`config.mk`:
```
export PLATFORM = sky130hd
export DESIGN_NAME = ghash_ctrl_sequencer
export DESIGN_NICKNAME = d
export VERILOG_FILES = /design/src/rtl/ghash_ctrl_sequencer.sv
export SDC_FILE = /design/constraint.sdc
export NUM_CORES = 1
export LEC_CHECK = 0
export CORE_ASPECT_RATIO = 0.5
export CORE_MARGIN = 5
export CORE_UTILIZATION = 25
export DETAILED_ROUTE_END_ITERATION = 8
export MAX_ROUTING_LAYER = met4
export PLACE_DENSITY = 0.38
export SETUP_SLACK_MARGIN = 0.3
export SLEW_MARGIN = 20
export SYNTH_ARGS = -nofsm -noshare
export SYNTH_HDL_FRONTEND = slang
export SYNTH_SLANG_ARGS = --single-unit
```
`constraint.sdc`:
```
create_clock -name i_clock -period 2.9 [get_ports i_clock]
set_input_delay 0.58 -clock i_clock [delete_from_list [all_inputs] [get_ports i_clock]]
set_output_delay 0.58 -clock i_clock [all_outputs]
set_load 0.02 [all_outputs]
```
`src/rtl/ghash_ctrl_sequencer.sv`:
```
// ghash_ctrl_sequencer
//   Control sequencer for a GHASH datapath. A job of n blocks is started with
//   i_start; the datapath then delivers beats of BLOCK_PROC_PAR blocks on
//   i_valid. After the final beat is accepted, a free-running drain counter
//   produces the hold window and the single-cycle done pulse.
//
//   Optional feature: define GHASH_CTRL_SEQUENCER_ABORT_EN to add i_abort,
//   which returns a busy sequencer to IDLE on the next cycle without a done
//   pulse.
//
// Ports
//   i_clock                 clock
//   i_reset_n               asynchronous active-low reset
//   i_start                 start a job (ignored when n == 0 or when busy)
//   i_valid                 beat of BLOCK_PROC_PAR blocks presented
//   i_skip_bus              current beat flagged skip
//   i_abort                 abort the current job (ABORT_EN builds only)
//   i_rf_static_n_messages  job length in blocks
//   o_busy                  sequencer not idle
//   o_last_cycle            next accepted beat is the final beat
//   o_hold_msg              hold window active
//   o_hash_done             single-cycle completion pulse
//   o_skip_msg              sticky skip flag
//   o_msg_bubbles           padding blocks in the final beat
//   o_msg_count             blocks consumed so far
module ghash_ctrl_sequencer #(
  parameter int NB_N_MESSAGES       = 10,
  parameter int LOG2_BLOCK_PROC_PAR = 2,
  parameter int HOLD_MSG_DELAY      = 4,
  parameter int HASH_DONE_DELAY     = 10
) (
  input  logic                           i_clock,
  input  logic                           i_reset_n,
  input  logic                           i_start,
  input  logic                           i_valid,
  input  logic                           i_skip_bus,
`ifdef GHASH_CTRL_SEQUENCER_ABORT_EN
  input  logic                           i_abort,
`endif
  input  logic [NB_N_MESSAGES:0]         i_rf_static_n_messages,
  output logic                           o_busy,
  output logic                           o_last_cycle,
  output logic                           o_hold_msg,
  output logic                           o_hash_done,
  output logic                           o_skip_msg,
  output logic [LOG2_BLOCK_PROC_PAR-1:0] o_msg_bubbles,
  output logic [NB_N_MESSAGES:0]         o_msg_count
);

  localparam int NW  = NB_N_MESSAGES + 1;
  localparam int LB  = LOG2_BLOCK_PROC_PAR;
  localparam int BPP = 1 << LB;
  localparam int DW  = $clog2(HASH_DONE_DELAY + 1);

  localparam logic [DW-1:0] HOLD_C = DW'(HOLD_MSG_DELAY);
  localparam logic [DW-1:0] DONE_C = DW'(HASH_DONE_DELAY);

  typedef enum logic [1:0] {
    ST_IDLE,
    ST_RUN,
    ST_DRAIN
  } state_e;

  state_e          state_q;
  logic [NW-1:0]   n_q;
  logic [NW-1:0]   total_m1_q;   // total_beats - 1
  logic [NW-1:0]   beat_cnt_q;
  logic [NW-1:0]   msg_count_q;
  logic [LB-1:0]   bubbles_q;
  logic [DW-1:0]   drain_cnt_q;
  logic            busy_q;
  logic            last_cycle_q;
  logic            hold_q;
  logic            done_q;
  logic            skip_q;

  // Job-setup arithmetic from the requested length. One extra bit keeps the
  // round-up addition and the bubble subtraction free of carry loss.
  logic [NW:0]     round_up;
  logic [NW-1:0]   total_m1_d;
  logic [LB:0]     bubbles_wide;
  logic [LB-1:0]   bubbles_d;
  logic            n_nonzero;

  // Per-beat and per-drain-cycle increments.
  logic [NW:0]     msg_sum;
  logic [NW-1:0]   msg_count_d;
  logic [NW-1:0]   beat_cnt_d;
  logic [DW-1:0]   drain_cnt_d;

  always_comb begin
    round_up     = {1'b0, i_rf_static_n_messages} + (NW + 1)'(BPP - 1);
    total_m1_d   = NW'(round_up >> LB) - NW'(1);
    bubbles_wide = (LB + 1)'(BPP) - {1'b0, i_rf_static_n_messages[LB-1:0]};
    bubbles_d    = LB'(bubbles_wide);
    n_nonzero    = |i_rf_static_n_messages;

    msg_sum      = {1'b0, msg_count_q} + (NW + 1)'(BPP);
    msg_count_d  = (msg_sum >= {1'b0, n_q}) ? n_q : NW'(msg_sum);
    beat_cnt_d   = beat_cnt_q + NW'(1);
    drain_cnt_d  = drain_cnt_q + DW'(1);
  end

  always_ff @(posedge i_clock or negedge i_reset_n) begin
    if (!i_reset_n) begin
      state_q      <= ST_IDLE;
      n_q          <= '0;
      total_m1_q   <= '0;
      beat_cnt_q   <= '0;
      msg_count_q  <= '0;
      bubbles_q    <= '0;
      drain_cnt_q  <= '0;
      busy_q       <= 1'b0;
      last_cycle_q <= 1'b0;
      hold_q       <= 1'b0;
      done_q       <= 1'b0;
      skip_q       <= 1'b0;
    end else begin
`ifdef GHASH_CTRL_SEQUENCER_ABORT_EN
      // Abort wins over any beat or drain activity; the skip flag survives.
      if (i_abort && (state_q != ST_IDLE)) begin
        state_q      <= ST_IDLE;
        busy_q       <= 1'b0;
        last_cycle_q <= 1'b0;
        hold_q       <= 1'b0;
        done_q       <= 1'b0;
        drain_cnt_q  <= '0;
      end else
`endif
      begin
        case (state_q)
          ST_IDLE: begin
            if (i_start && n_nonzero) begin
              state_q      <= ST_RUN;
              busy_q       <= 1'b1;
              n_q          <= i_rf_static_n_messages;
              total_m1_q   <= total_m1_d;
              bubbles_q    <= bubbles_d;
              beat_cnt_q   <= '0;
              msg_count_q  <= '0;
              skip_q       <= 1'b0;
              // A single-beat job is already on its final beat.
              last_cycle_q <= (total_m1_d == '0);
            end
          end

          ST_RUN: begin
            if (i_valid) begin
              beat_cnt_q  <= beat_cnt_d;
              msg_count_q <= msg_count_d;
              if (i_skip_bus) begin
                skip_q <= 1'b1;
              end
              if (last_cycle_q) begin
                // drain_cnt counts cycles since the final beat was accepted.
                state_q      <= ST_DRAIN;
                last_cycle_q <= 1'b0;
                drain_cnt_q  <= DW'(1);
                hold_q       <= 1'b1;
              end else begin
                last_cycle_q <= (beat_cnt_d == total_m1_q);
              end
            end
          end

          ST_DRAIN: begin
            // Checked before incrementing so drain_cnt never needs to hold
            // HASH_DONE_DELAY+1.
            if (drain_cnt_q == DONE_C) begin
              state_q     <= ST_IDLE;
              busy_q      <= 1'b0;
              done_q      <= 1'b0;
              hold_q      <= 1'b0;
              drain_cnt_q <= '0;
            end else begin
              drain_cnt_q <= drain_cnt_d;
              hold_q      <= (drain_cnt_d <= HOLD_C);
              done_q      <= (drain_cnt_d == DONE_C);
            end
          end

          default: begin
            state_q <= ST_IDLE;
            busy_q  <= 1'b0;
          end
        endcase
      end
    end
  end

  assign o_busy        = busy_q;
  assign o_last_cycle  = last_cycle_q;
  assign o_hold_msg    = hold_q;
  assign o_hash_done   = done_q;
  assign o_skip_msg    = skip_q;
  assign o_msg_bubbles = bubbles_q;
  assign o_msg_count   = msg_count_q;

endmodule
```
== Word level (Yosys, flattened, before mapping) ==
Index checks and enable logic that the tools add are counted.

* Register bits after elaboration: 57
* Bits in latches: 0
* RAM bits: 0
* Bits in read-only memories: 0
* Input port bits: 16
* Output and inout bits: 18
* Word-level logic and storage cells: 74
* Memories: 0

* Add/sub/neg operators: 6
* Multiply operators: 0
* Div/mod/pow operators: 0
* Order comparisons: 2
* Equality and inequality tests: 10
* Shift operators: 0
* Muxes and demuxes: 31
* Bitwise gates (word level): 1
* Reductions and logical operators: 12

{| class="wikitable"
|+ Operators by type and width
! cell !! count
|-
| $mux W11 || 4
|-
| $pmux W11 S2 || 2
|-
| $add A11 B2 Y12 const B || 1
|-
| $add A11 B3 Y12 const B || 1
|-
| $ge A12 B11 Y1 || 1
|-
| $mux W1 || 12
|-
| $mux W4 || 3
|-
| $add A11 B1 Y11 const B || 1
|-
| $eq A11 B11 Y1 || 1
|-
| $logic_not A11 Y1 || 1
|-
| $reduce_or A11 Y1 || 1
|-
| $sub A10 B1 Y11 const B || 1
|-
| $ne A2 B2 Y1 const B || 5
|-
| $reduce_and A3 Y1 || 3
|-
| $eq A4 B4 Y1 const B || 2
|-
| $mux W2 || 4
|-
| $pmux W4 S2 || 1
|-
| $reduce_and A4 Y1 || 2
|-
| $pmux W1 S2 || 3
|-
| $pmux W2 S3 || 1
|-
| $add A4 B1 Y4 const B || 1
|-
| $le A4 B3 Y1 const B || 1
|-
| $reduce_bool A2 Y1 || 2
|-
| $pmux W1 S3 || 1
|-
| 7 further kinds || 7
|}

== Longest topological paths before layout ==
Gate-level depths: netlist of run 1.

* Depth in word-level cells: 5
* Depth in mapped cells: 13
* Gate-level depth less buffers: 11

== Least setup slack after synthesis of run 1 ==
No wires, ideal clock.

* Kind: reg2reg
* Start point: register msg_count_q[4], in the netlist o_msg_count[4]
* End point: register msg_count_q[8], in the netlist o_msg_count[8]
* Library setup time: 0.083 ns
* Arrival: 2.599 ns
* Data required time: 2.817 ns
* Setup slack: 0.218 ns
* Cell stages (with the launch flop): 13
* Buffers on the path: 2
* Period minus slack after synthesis: 2.682 ns
* Path through: dfrtp_1 nand3_1 nor3_1 nand3_1 xnor2_1 ha_1 a211oi_1 o2111ai_1 a21oi_1 buf_4 buf_8 a31oi_1 o22ai_1

* Word-level cells in the longest chain between the ends: 5

{| class="wikitable"
|+ Ends and longest elaborated chain
! element !! RTL line !! text
|-
| start: declaration || 68 || <nowiki>logic [NW-1:0] msg_count_q;</nowiki>
|-
| start signal: assignment || 150 || <nowiki>msg_count_q <= msg_count_d;</nowiki>
|-
| $add A11 B3 Y12 (*) || 98 || <nowiki>msg_sum = {1'b0, msg_count_q} + (NW + 1)'(BPP);</nowiki>
|-
| $ge A12 B11 Y1 || 99 || <nowiki>msg_count_d = (msg_sum >= {1'b0, n_q}) ? n_q : NW'(msg_sum);</nowiki>
|-
| $mux W11 (*) || 99 ||
|-
| $mux W11 (*) || 148 || <nowiki>if (i_valid) begin</nowiki>
|-
| $pmux W11 S2 (*) || 131 || <nowiki>case (state_q)</nowiki>
|}

Mark *: on every way between the ends. The rest lies on a longest branch, timed or not. The select of a mux whose other input is x is not followed.
A chain may end at the register's enable or synchronous reset.

== Final worst setup path of run 1 ==
* Start point: register msg_count_q[2], in the netlist o_msg_count[2]
* End point: register msg_count_q[9], in the netlist o_msg_count[9]

The elaborated chain is that of the path after synthesis.

==> results of run 1 <==
==> metal layers <==
layer  part of all wire [%]  global-route usage, %  up-vias
li1                       -                      -     1610
met1                     55                  18.71     1516
met2                     43                  19.90       38
met3                    2.2                  2.132        5
met4                   0.77                  2.602        0
met5                      0                      -        -
==> flip-flops by register name, summed over array words and instances, names as in the netlist, 2 cells and up <==
name,flops
o_msg_count,11
beat_cnt_q,11
drain_cnt_q,4
n_q,11
total_m1_q,11
state_q,2
==> stage by stage <==
step	total power [uW]	hold WS (ps)	cells	setup WS, ps	TNS, ps
after global placement	3241	466.6	663	-10.64	-10.64
after floorplan	2560	284.4	425	316.2	0
after global routing	4395	325.4	676	147.2	0
final	4044	272.9	676	325.1	0
after CTS	4026	300.9	674	307.8	0
after detailed placement	3216	476.9	663	33.01	0
==> area by class of cell <==
| cell class | count | area (um2) |
|---|---|---|
| Multi-Input combinational cell | 322 | 2227 |
| Clock buffer | 5 | 125.1 |
| Sequential cell | 56 | 1408 |
| Inverter | 27 | 101.3 |
| Timing Repair Buffer | 65 | 600.6 |
| Clock inverter | 3 | 42.54 |
| Fill cell | 1535 | 9793 |
| Tap cell | 198 | 247.7 |
==> critical path: stages, from the launching register on <==
cell and delay [ps]:
dfrtp_2 420, nand3_4 90, nor3_2 120, buf_4 150, nand3_4 80, xnor2_2 150
ha_1 310, a211oi_2 220, o2111ai_1 160, a21oi_2 230, buf_4 210, mux2i_1 200
o22ai_1 100
==> cells in the mapped netlist, drive strengths merged (2+ instances only) <==
| cell | number |
|---|---|
| dfrtp | 56 |
| nand2 | 56 |
| o21ai | 54 |
| inv | 27 |
| nor2 | 22 |
| xnor2 | 22 |
| nand3 | 18 |
| ha | 17 |
| buf | 16 |
| xor2 | 14 |
| a31oi | 12 |
| nor3 | 12 |
| a21oi | 10 |
| o22ai | 9 |
| mux2i | 8 |
| nand4 | 7 |
| nand2b | 6 |
| a22o | 5 |
| and3 | 4 |
| clkbuf | 4 |
| nor4 | 4 |
| a21o | 3 |
| o21a | 3 |
| o221ai | 3 |
| o31ai | 3 |
| a211o | 2 |
| a211oi | 2 |
| and2 | 2 |
| and4 | 2 |
| nand3b | 2 |
| nor2b | 2 |
| o22a | 2 |
| o311ai | 2 |
==> path summary, 6_finish.rpt <==
| check | end | slack (ps) | from |
|---|---|---|---|
| min in group i_clock | o_msg_bubbles[1] | 490 | o_msg_bubbles[1] |
| max reg2reg | o_msg_count[9] | 330 | o_msg_count[2] |
| min | o_msg_count[8] | 270 | i_reset_n |
| max in group asynchronous | beat_cnt_q[2] | 2020 | i_reset_n |
| max | o_msg_count[9] | 330 | o_msg_count[2] |
| min reg2reg | o_msg_bubbles[1] | 490 | o_msg_bubbles[1] |
==> logic make-up (layout without fill, tap and decap cells) <==
logic type | Yosys count | count (layout)
xor+xnor | 36 | 36
mux | 8 | 8
simple gates | 142 | 142
fa+ha+maj | 17 | 17
flops | 56 | 56
compound gates | 119 | 119
buf+inv | 47 | 100
==> power groups by stage <==
stage | clock network [uW] | logic, uW | registers [uW]
6_report | 727 | 1980 | 1330
2_1_floorplan | 0 | 1200 | 1360
4_1_cts | 747 | 1960 | 1320
3_5_place_dp | 0 | 1880 | 1330
3_3_place_gp | 0 | 1900 | 1340
5_1_grt | 781 | 2240 | 1380
==> timing repair <==
| item | CTS | global route |
|---|---|---|
| gates cloned | 0 | 0 |
| buffers inserted | 3 | 2 |
| resized for setup | 9 | 15 |
| endpoints found under the setup margin | 11 | 19 |
| pin swaps | 5 | 5 |
| endpoints found under the hold margin | 0 | 0 |
==> impl_metrics.py, run 1 <==
metrics = {
    "cells_and_area": {
        "layout-drive-gt1-share_pct": 15.90,
        "stdcell_area_um2": 4752,
        "final_common_cell": "nand2_1",
        "mostFrequentLayoutCells": "nand2_1 (54), dfrtp_1 (51), o21ai_0 (50), clkdlybuf4s50_1 (31), buf_4 (28)",
        "syn2layout_area_growth_pct": 27.28,
        "diodes": 0,
        "final_util_pct": 32.67,
        "nets": 510,
    },
    "power": {
        "power_switching_uw": 1641,
        "leakage_uw": 0.001990,
        "internal_power_uw": 2403,
        "seq_power_share_pct": 33.0,
        "powerDensity_nw_per_um2": 850.9,
        "clkPwrFrac_pct": 18.0,
        "irDropWorstVdd_v": 0.0003153,
        "p_sw_share_pct": 40.57,
        "combPwrFrac_pct": 49.0,
    },
    "grt": {
        "grt_pass1_vias": 3259,
        "grt_max_degree": 35,
        "antenna_found_initial": 0,
        "track_usage_pct": 13.13,
        "grt_pass1_wl_um": 17840,
        "grt-ovfl-total": 0,
    },
    "die": {
        "rows": 31,
        "die_h_um": 96.42,
        "core_um2": 14550,
        "die_w_um": 182.8,
        "start_util_pct": 25.67,
        "io_pins": 34,
        "dieArea_um2": 17630,
    },
    "timing": {
        "relSlewSlack_pct": 54.43,
        "finClkSkew_ps": 4.501,
        "fmax_mhz": 388.4,
        "rsz0062_at_grt": "yes",
        "final_hold_viol_count": 0,
        "slew_viol_final": 0,
        "finalCritPeriodShare_pct": 88.79,
        "worstMarginPinSlew_ps": 676.3,
        "setup_viol": 0,
        "layout_min_cycle_time_ps": 2575,
    },
    "logic_synthesis": {
        "synthAdderAreaFrac_pct": 5.697,
        "synth_xor_area_share_pct": 8.445,
        "synth_compound_area_share_pct": 20.54,
        "postSynthAreaPerCell_um2": 8.785,
        "synth_area_leaders": "dfrtp_1 (38%), o21ai_0 (6.8%), ha_1 (5.7%)",
        "yosys_warnings": 0,
        "synth_area_leader_cell": "dfrtp_1",
        "synth_flop_cell": "dfrtp_1",
        "muxShareOfSynthArea_pct": 2.145,
        "netlist_area_um2": 3734,
        "yosys_register_bits": 56,
        "syn_nets": 458,
        "synth_top_family_by_area": "compound AO/OA/AOI/OAI gates",
        "synth.top_cell.area_share_pct": 37.53,
        "synth_cell_types": 58,
        "synth-edff-count": 0,
        "synth-simple-area-share_pct": 19.77,
        "syn-instance-count": 425,
        "synthArstFlopShare_pct": 100.0,
        "ys_seq_area_share_pct": 37.53,
    },
    "place": {
        "placed_cell_area_um2": 4427,
        "port_buffers": 33,
        "gp_congestion": 0.8152,
        "dp_hpwl_um": 7990,
    },
    "hold_path": {
        "hold_class": "in2async",
    },
    "setup_path": {
        "startpoint_type": "flip-flop",
        "path_class": "reg2reg",
        "critPathCaptureType": "flip-flop",
        "rr_worst_depth": 12,
        "cp_data_arrival_time_ps": 2750,
        "cp_max_fo": 8,
        "required_ps": 3080,
    },
    "detailed_routing": {
        "num_vias": 3169,
        "route.detailed.wl_per_inst_um": 15.89,
        "drc": 0,
        "drt_iter0_markers": 155,
        "wirelength_um": 10740,
        "dr.pass1.iters": 4,
        "ant_nets": 0,
        "via_per_inst": 4.688,
    },
    "run_status": {
        "status": "completed",
    },
    "clock_network": {
        "cts-root-buf": "clkbuf_16",
        "cts_htree_levels": 2,
        "cts_hold_buf": 0,
        "clk_pin_slew_ps": 80,
        "insertion_delay_ps": 300,
        "cts_tree": "yes",
        "cts.sinks": 56,
        "cts_buffer_depth": 2,
        "cts_made_buffers": 5,
    },
    "flow_run": {
        "drv_cap": 0,
    },
}
Note: power is estimated with default switching activity, not from simulation.
==> run 2: changes to the inputs <==
--- a/config.mk
+++ b/config.mk
@@ -6,7 +6,7 @@
 export NUM_CORES = 1
 export LEC_CHECK = 0
 export CORE_ASPECT_RATIO = 0.5
-export CORE_MARGIN = 5
+export CORE_MARGIN = 3
 export CORE_UTILIZATION = 25
 export DETAILED_ROUTE_END_ITERATION = 8
 export MAX_ROUTING_LAYER = met4
==> run 2 against run 1 <==
Routed wire length grew 0.38%. Combinational power increased by 5%. Via count rose by 0.95%. Global-route usage up 0.92 points. Maximum frequency is 0.75% lower. Die area fell by 6.2%. Register-to-register slack lost 20 ps. Clock power decreased by 2%. Non-clock buffer count increased by 10. Utilization grew 1.7 points. Power is 2.4% higher. Cell count rose by 0.59%. Largest cell class unchanged.
==> impl_metrics.py, run 2 (same netlist as run 1, synthesis figures left out) <==
metrics = {
    "flow_run": {
        "drv_cap": 0,
    },
    "timing": {
        "finClkSkew_ps": 10.88,
        "fin_ws_ps": 305.6,
        "rsz0062_at_grt": "yes",
        "tns_ps": 0,
        "relSlewSlack_pct": 45.33,
        "setup_viol": 0,
        "final_hold_viol_count": 0,
        "fmax_mhz": 385.4,
        "worstMarginPinSlew_ps": 811.5,
        "slew_viol_final": 0,
        "layout_min_cycle_time_ps": 2594,
        "finalCritPeriodShare_pct": 89.46,
    },
    "grt": {
        "grt_pass1_vias": 3209,
        "grt-ovfl-total": 0,
        "track_usage_pct": 14.04,
        "antenna_found_initial": 0,
        "grt_pass1_wl_um": 17860,
        "grt_max_degree": 47,
    },
    "clock_network": {
        "cts.sinks": 56,
        "cts_made_buffers": 5,
        "cts_tree": "yes",
        "cts_buffer_depth": 2,
        "cts-root-buf": "clkbuf_16",
        "insertion_delay_ps": 300,
        "cts_htree_levels": 2,
        "clk_pin_slew_ps": 80,
    },
    "die": {
        "start_util_pct": 26.52,
        "die_h_um": 92.42,
        "rows": 30,
        "core_um2": 14080,
        "io_pins": 34,
        "dieArea_um2": 16530,
        "die_w_um": 178.8,
    },
    "cells_and_area": {
        "diodes": 0,
        "stdcell_area_um2": 4837,
        "multi_input_area_um2": 2217,
        "layout-drive-gt1-share_pct": 17.83,
        "syn2layout_area_growth_pct": 29.56,
        "fillers": 1476,
        "mostFrequentLayoutCells": "nand2_1 (53), dfrtp_1 (51), o21ai_0 (49), buf_4 (38), clkdlybuf4s50_1 (32)",
        "nets": 520,
        "fin_cells": 680,
        "seq_area_um2": 1408,
        "final_common_cell": "nand2_1",
    },
    "power": {
        "irDropWorstVdd_v": 0.0003705,
        "leakage_uw": 0.002055,
        "powerDensity_nw_per_um2": 856.0,
        "total_power_uw": 4141,
    },
    "run_status": {
        "status": "completed",
    },
    "setup_path": {
        "cp_data_arrival_time_ps": 2770,
        "cp_max_fo": 8,
        "startpoint_type": "flip-flop",
        "critPathCaptureType": "flip-flop",
        "slowest_delay_ps": 410,
        "path_class": "reg2reg",
        "cp_slowest_cell": "dfrtp_2",
        "required_ps": 3080,
        "cpMostUsedCell": "buf_4",
        "crit_path_cell_trace": "nand3_2 -> nor3_2 -> buf_4 -> nand3_4 -> xnor2_2 -> ha_1 -> a211oi_2 -> o2111ai_1 -> a21oi_2 -> buf_4 -> buf_12 -> mux2i_1 -> o22ai_1",
    },
    "hold_path": {
        "hold_class": "in2async",
    },
    "place": {
        "dp_hpwl_um": 8029,
        "preCtsSetupSlack_ps": 71.91,
        "port_buffers": 33,
        "dp.cells": 660,
        "gp_congestion": 0.8148,
        "placed_cell_area_um2": 4442,
    },
    "detailed_routing": {
        "drc": 0,
        "via_per_inst": 4.704,
        "wirelength_um": 10780,
        "dr.pass1.iters": 4,
        "route.detailed.wl_per_inst_um": 15.86,
        "num_vias": 3199,
        "drt_iter0_markers": 157,
        "ant_nets": 0,
    },
}
## run 2: critical path: cells and delay by family, from the launching register on
family	cells	cell delay [ps]
buffers and inverters	3	410
xor gates and xnor gates	1	150
DFF	1	410
adders and majority gates	1	300
muxes	1	190
AOI/OAI and AO/OA	4	720
and+or+nand+nor	3	280
## run 2: final timing paths
path,end,startpoint,slack (ps),cells past startpoint
setup / recovery,o_msg_count[5],o_msg_count[2],310,13
min in group i_clock,o_hash_done,o_hash_done,500,1
hold / removal,o_msg_count[9],i_reset_n,150,1
hold reg to reg,o_hash_done,o_hash_done,500,1
max in group asynchronous,beat_cnt_q[10],i_reset_n,2190,2
setup reg to reg,o_msg_count[5],o_msg_count[2],310,13
## run 2: power breakdown
| group | total (uW) | internal, uW | switching [uW] |
|---|---|---|---|
| Clock | 714 | 407 | 307 |
| Sequential | 1340 | 1050 | 288 |
| Combinational | 2080 | 1050 | 1030 |
## run 2: metal layers
metal	vias to the layer above	GRT usage (%)	routed length, um
li1	1631	-	-
met1	1527	20.88	5825
met2	34	20.30	4523
met3	7	2.375	365
met4	0	1.943	68
met5	-	-	0
## run 2: timing repair
action / 4_1_cts / 5_1_grt
hold buffers: 0 / 0
setup endpoints to repair: 11 / 15
pin swaps: 10 / 10
gates resized for setup: 10 / 13
setup buffers: 8 / 3
gates cloned: 1 / 0
## run 2: metrics by stage
step / hold slack, ps / util (%)
after floorplan: 284.4 / -
after global placement: 481.4 / 31.56
after detailed placement: 490.2 / 31.56
after CTS: 168.6 / 33.76
after global routing: 171.8 / 34.36
final: 153.0 / 34.36
## run 2: area by class of cell
type | count | area share (%)
Clock inverter | 3 | 0.8795
Timing Repair Buffer | 75 | 14.54
Multi-Input combinational cell | 322 | 45.84
Clock buffer | 5 | 2.587
Inverter | 27 | 2.095
Sequential cell | 56 | 29.10
Tap cell | 192 | 4.966
==> run 3: changes to the inputs <==
--- a/config.mk
+++ b/config.mk
@@ -12,7 +12,8 @@
 export MAX_ROUTING_LAYER = met4
 export PLACE_DENSITY = 0.38
 export SETUP_SLACK_MARGIN = 0.3
-export SLEW_MARGIN = 20
+export SLEW_MARGIN = 10
 export SYNTH_ARGS = -nofsm -noshare
 export SYNTH_HDL_FRONTEND = slang
 export SYNTH_SLANG_ARGS = --single-unit
+export TNS_END_PERCENT = 20
==> constraint.sdc (replaced) <==
create_clock -name i_clock -period 2.9 [get_ports i_clock]
set_input_delay 0.29 -clock i_clock [delete_from_list [all_inputs] [get_ports i_clock]]
set_output_delay 0.29 -clock i_clock [all_outputs]
set_load 0.02 [all_outputs]
==> run 3 against run 2 <==
Sequential power about the same. Critical path depth shrank 2. Maximum frequency is 2.3% higher. Clock-buffer cell count is the same. Via count is 1.4% lower. Flip-flop and latch count stayed put. Critical endpoint unchanged. Highest routed layer unchanged.
==> impl_metrics.py, run 3 (same netlist as run 1, synthesis figures left out) <==
metrics = {
    "die": {
        "io_pins": 34,
        "die_h_um": 92.42,
        "start_util_pct": 26.52,
        "die_w_um": 178.8,
        "rows": 30,
        "dieArea_um2": 16530,
        "core_um2": 14080,
    },
    "detailed_routing": {
        "drc": 0,
        "wirelength_um": 10560,
        "route.detailed.wl_per_inst_um": 15.86,
        "dr.pass1.iters": 5,
        "ant_nets": 0,
        "via_per_inst": 4.734,
        "num_vias": 3153,
        "drt_iter0_markers": 178,
    },
    "place": {
        "dp_hpwl_um": 7813,
        "port_buffers": 33,
        "gp_congestion": 0.8132,
        "dp.cells": 649,
    },
    "setup_path": {
        "crit_start": "o_msg_count[5]",
        "cp_data_arrival_time_ps": 2710,
        "reg2reg_from": "o_msg_count[5]",
        "path_class": "reg2reg",
        "critPathCaptureType": "flip-flop",
        "cp_slowest_cell": "dfrtp_2",
        "startpoint_type": "flip-flop",
        "crit_path_cell_trace": "inv_1 -> nor3_4 -> nand3_2 -> xnor2_1 -> ha_1 -> a211oi_2 -> o2111ai_2 -> a21oi_2 -> buf_6 -> mux2i_1 -> o22ai_1",
        "required_ps": 3070,
        "slowest_delay_ps": 390,
        "cp_max_fo": 6,
    },
    "cells_and_area": {
        "nets": 506,
        "diodes": 0,
        "syn2layout_area_growth_pct": 24.56,
        "layout-drive-gt1-share_pct": 14.14,
        "mostFrequentLayoutCells": "nand2_1 (54), o21ai_0 (51), dfrtp_1 (51), clkdlybuf4s50_1 (32), inv_1 (26)",
        "final_common_cell": "nand2_1",
        "fin_cells": 666,
    },
    "timing": {
        "whs_ps": 18.45,
        "worstMarginPinSlew_ps": 736.2,
        "tns_ps": 0,
        "layout_min_cycle_time_ps": 2535,
        "setup_viol": 0,
        "rsz0062_at_grt": "yes",
        "relSlewSlack_pct": 50.40,
        "slew_viol_final": 0,
        "final_hold_viol_count": 0,
        "finClkSkew_ps": 8.504,
        "fmax_mhz": 394.5,
        "finalCritPeriodShare_pct": 87.41,
    },
    "hold_path": {
        "hold_class": "in2async",
    },
    "clock_network": {
        "cts-root-buf": "clkbuf_16",
        "insertion_delay_ps": 300,
        "cts_made_buffers": 5,
        "cts_htree_levels": 2,
        "clk_pin_slew_ps": 80,
        "cts_tree": "yes",
        "cts.sinks": 56,
        "cts_buffer_depth": 2,
        "cts_hold_buf": 0,
    },
    "grt": {
        "grt-ovfl-total": 0,
        "track_usage_pct": 13.71,
        "grt_pass1_vias": 3213,
        "grt_pass1_wl_um": 17550,
        "antenna_found_initial": 0,
        "grt_max_degree": 28,
    },
    "power": {
        "irDropWorstVdd_v": 0.0003246,
        "powerDensity_nw_per_um2": 858.3,
        "total_power_uw": 3992,
        "leakage_uw": 0.001966,
    },
    "flow_run": {
        "drv_cap": 0,
    },
    "run_status": {
        "status": "completed",
    },
}
[run 3: cell types whose count changed in the layout (fill, tap and decap cells not counted), moves of 2 or more]
| cell | previous run | this run |
|---|---|---|
| buf_4 | 38 | 25 |
| buf_12 | 3 | 0 |
| buf_6 | 0 | 2 |
| inv_2 | 2 | 0 |
| o21ai_0 | 49 | 51 |
| o21ai_1 | 5 | 3 |
[run 3: worst max-delay path, delay by kind of cell (launching register included)]
| kind | cells | cell delay [ps] |
|---|---|---|
| AO/OA/AOI/OAI | 4 | 770 |
| flip-flops | 1 | 390 |
| adder cells (fa/ha/maj) | 1 | 330 |
| AND/OR/NAND/NOR | 2 | 330 |
| buffers and inverters | 2 | 260 |
| multiplexers | 1 | 190 |
| XOR/XNOR | 1 | 150 |
[run 3: per-layer routing]
layer	vias to the layer above	wire length [um]	GRT usage, %
met3	2	252	2.252
met2	43	4496	20.01
met5	-	0	-
met1	1497	5773	20.31
met4	0	40	1.749
li1	1611	-	-
[run 3: area by class of cell]
type                            count  area (um2)
Sequential cell                    56        1408
Fill cell                        1470        9425
Clock inverter                      3       46.29
Tap cell                          192       240.2
Multi-Input combinational cell    322        2187
Clock buffer                        5       125.1
Inverter                           27       103.9
Timing Repair Buffer               61       540.5
[run 3: worst paths after layout]
check                      cells after the start               end  slack (ps)
hold / removal                                 1            o_busy          20
hold reg to reg                                2  o_msg_bubbles[1]         490
setup reg to reg                              11    o_msg_count[5]         370
setup / recovery                              11    o_msg_count[5]         370
max in group asynchronous                      2     total_m1_q[5]        2190
min in group i_clock                           2  o_msg_bubbles[1]         490
[run 3: where the power goes]
group / internal [uW] / total [uW] / switching [uW]
logic: 915 / 1930 / 1020
clock network: 412 / 728 / 316
registers: 1050 / 1330 / 276
[run 3: repair_timing]
| action | in CTS | in global routing |
|---|---|---|
| cloned | 1 | 0 |
| setup buffers | 4 | 4 |
| pin swaps | 5 | 6 |
| endpoints found under the setup margin | 11 | 11 |
| endpoints found under the hold margin | 0 | 0 |
| resized for setup | 6 | 11 |
[run 3: stage by stage]
| step | util (%) | instance area [um2] | worst slack, ps |
|---|---|---|---|
| 2_1_floorplan | - | 3740 | 316.2 |
| 3_3_place_gp | 30.79 | 4334 | 178.0 |
| 3_5_place_dp | 30.79 | 4334 | 122.1 |
| 4_1_cts | 32.45 | 4568 | 300.8 |
| 5_1_grt | 33.04 | 4651 | 187.2 |
| 6_report | 33.04 | 4651 | 365.0 |
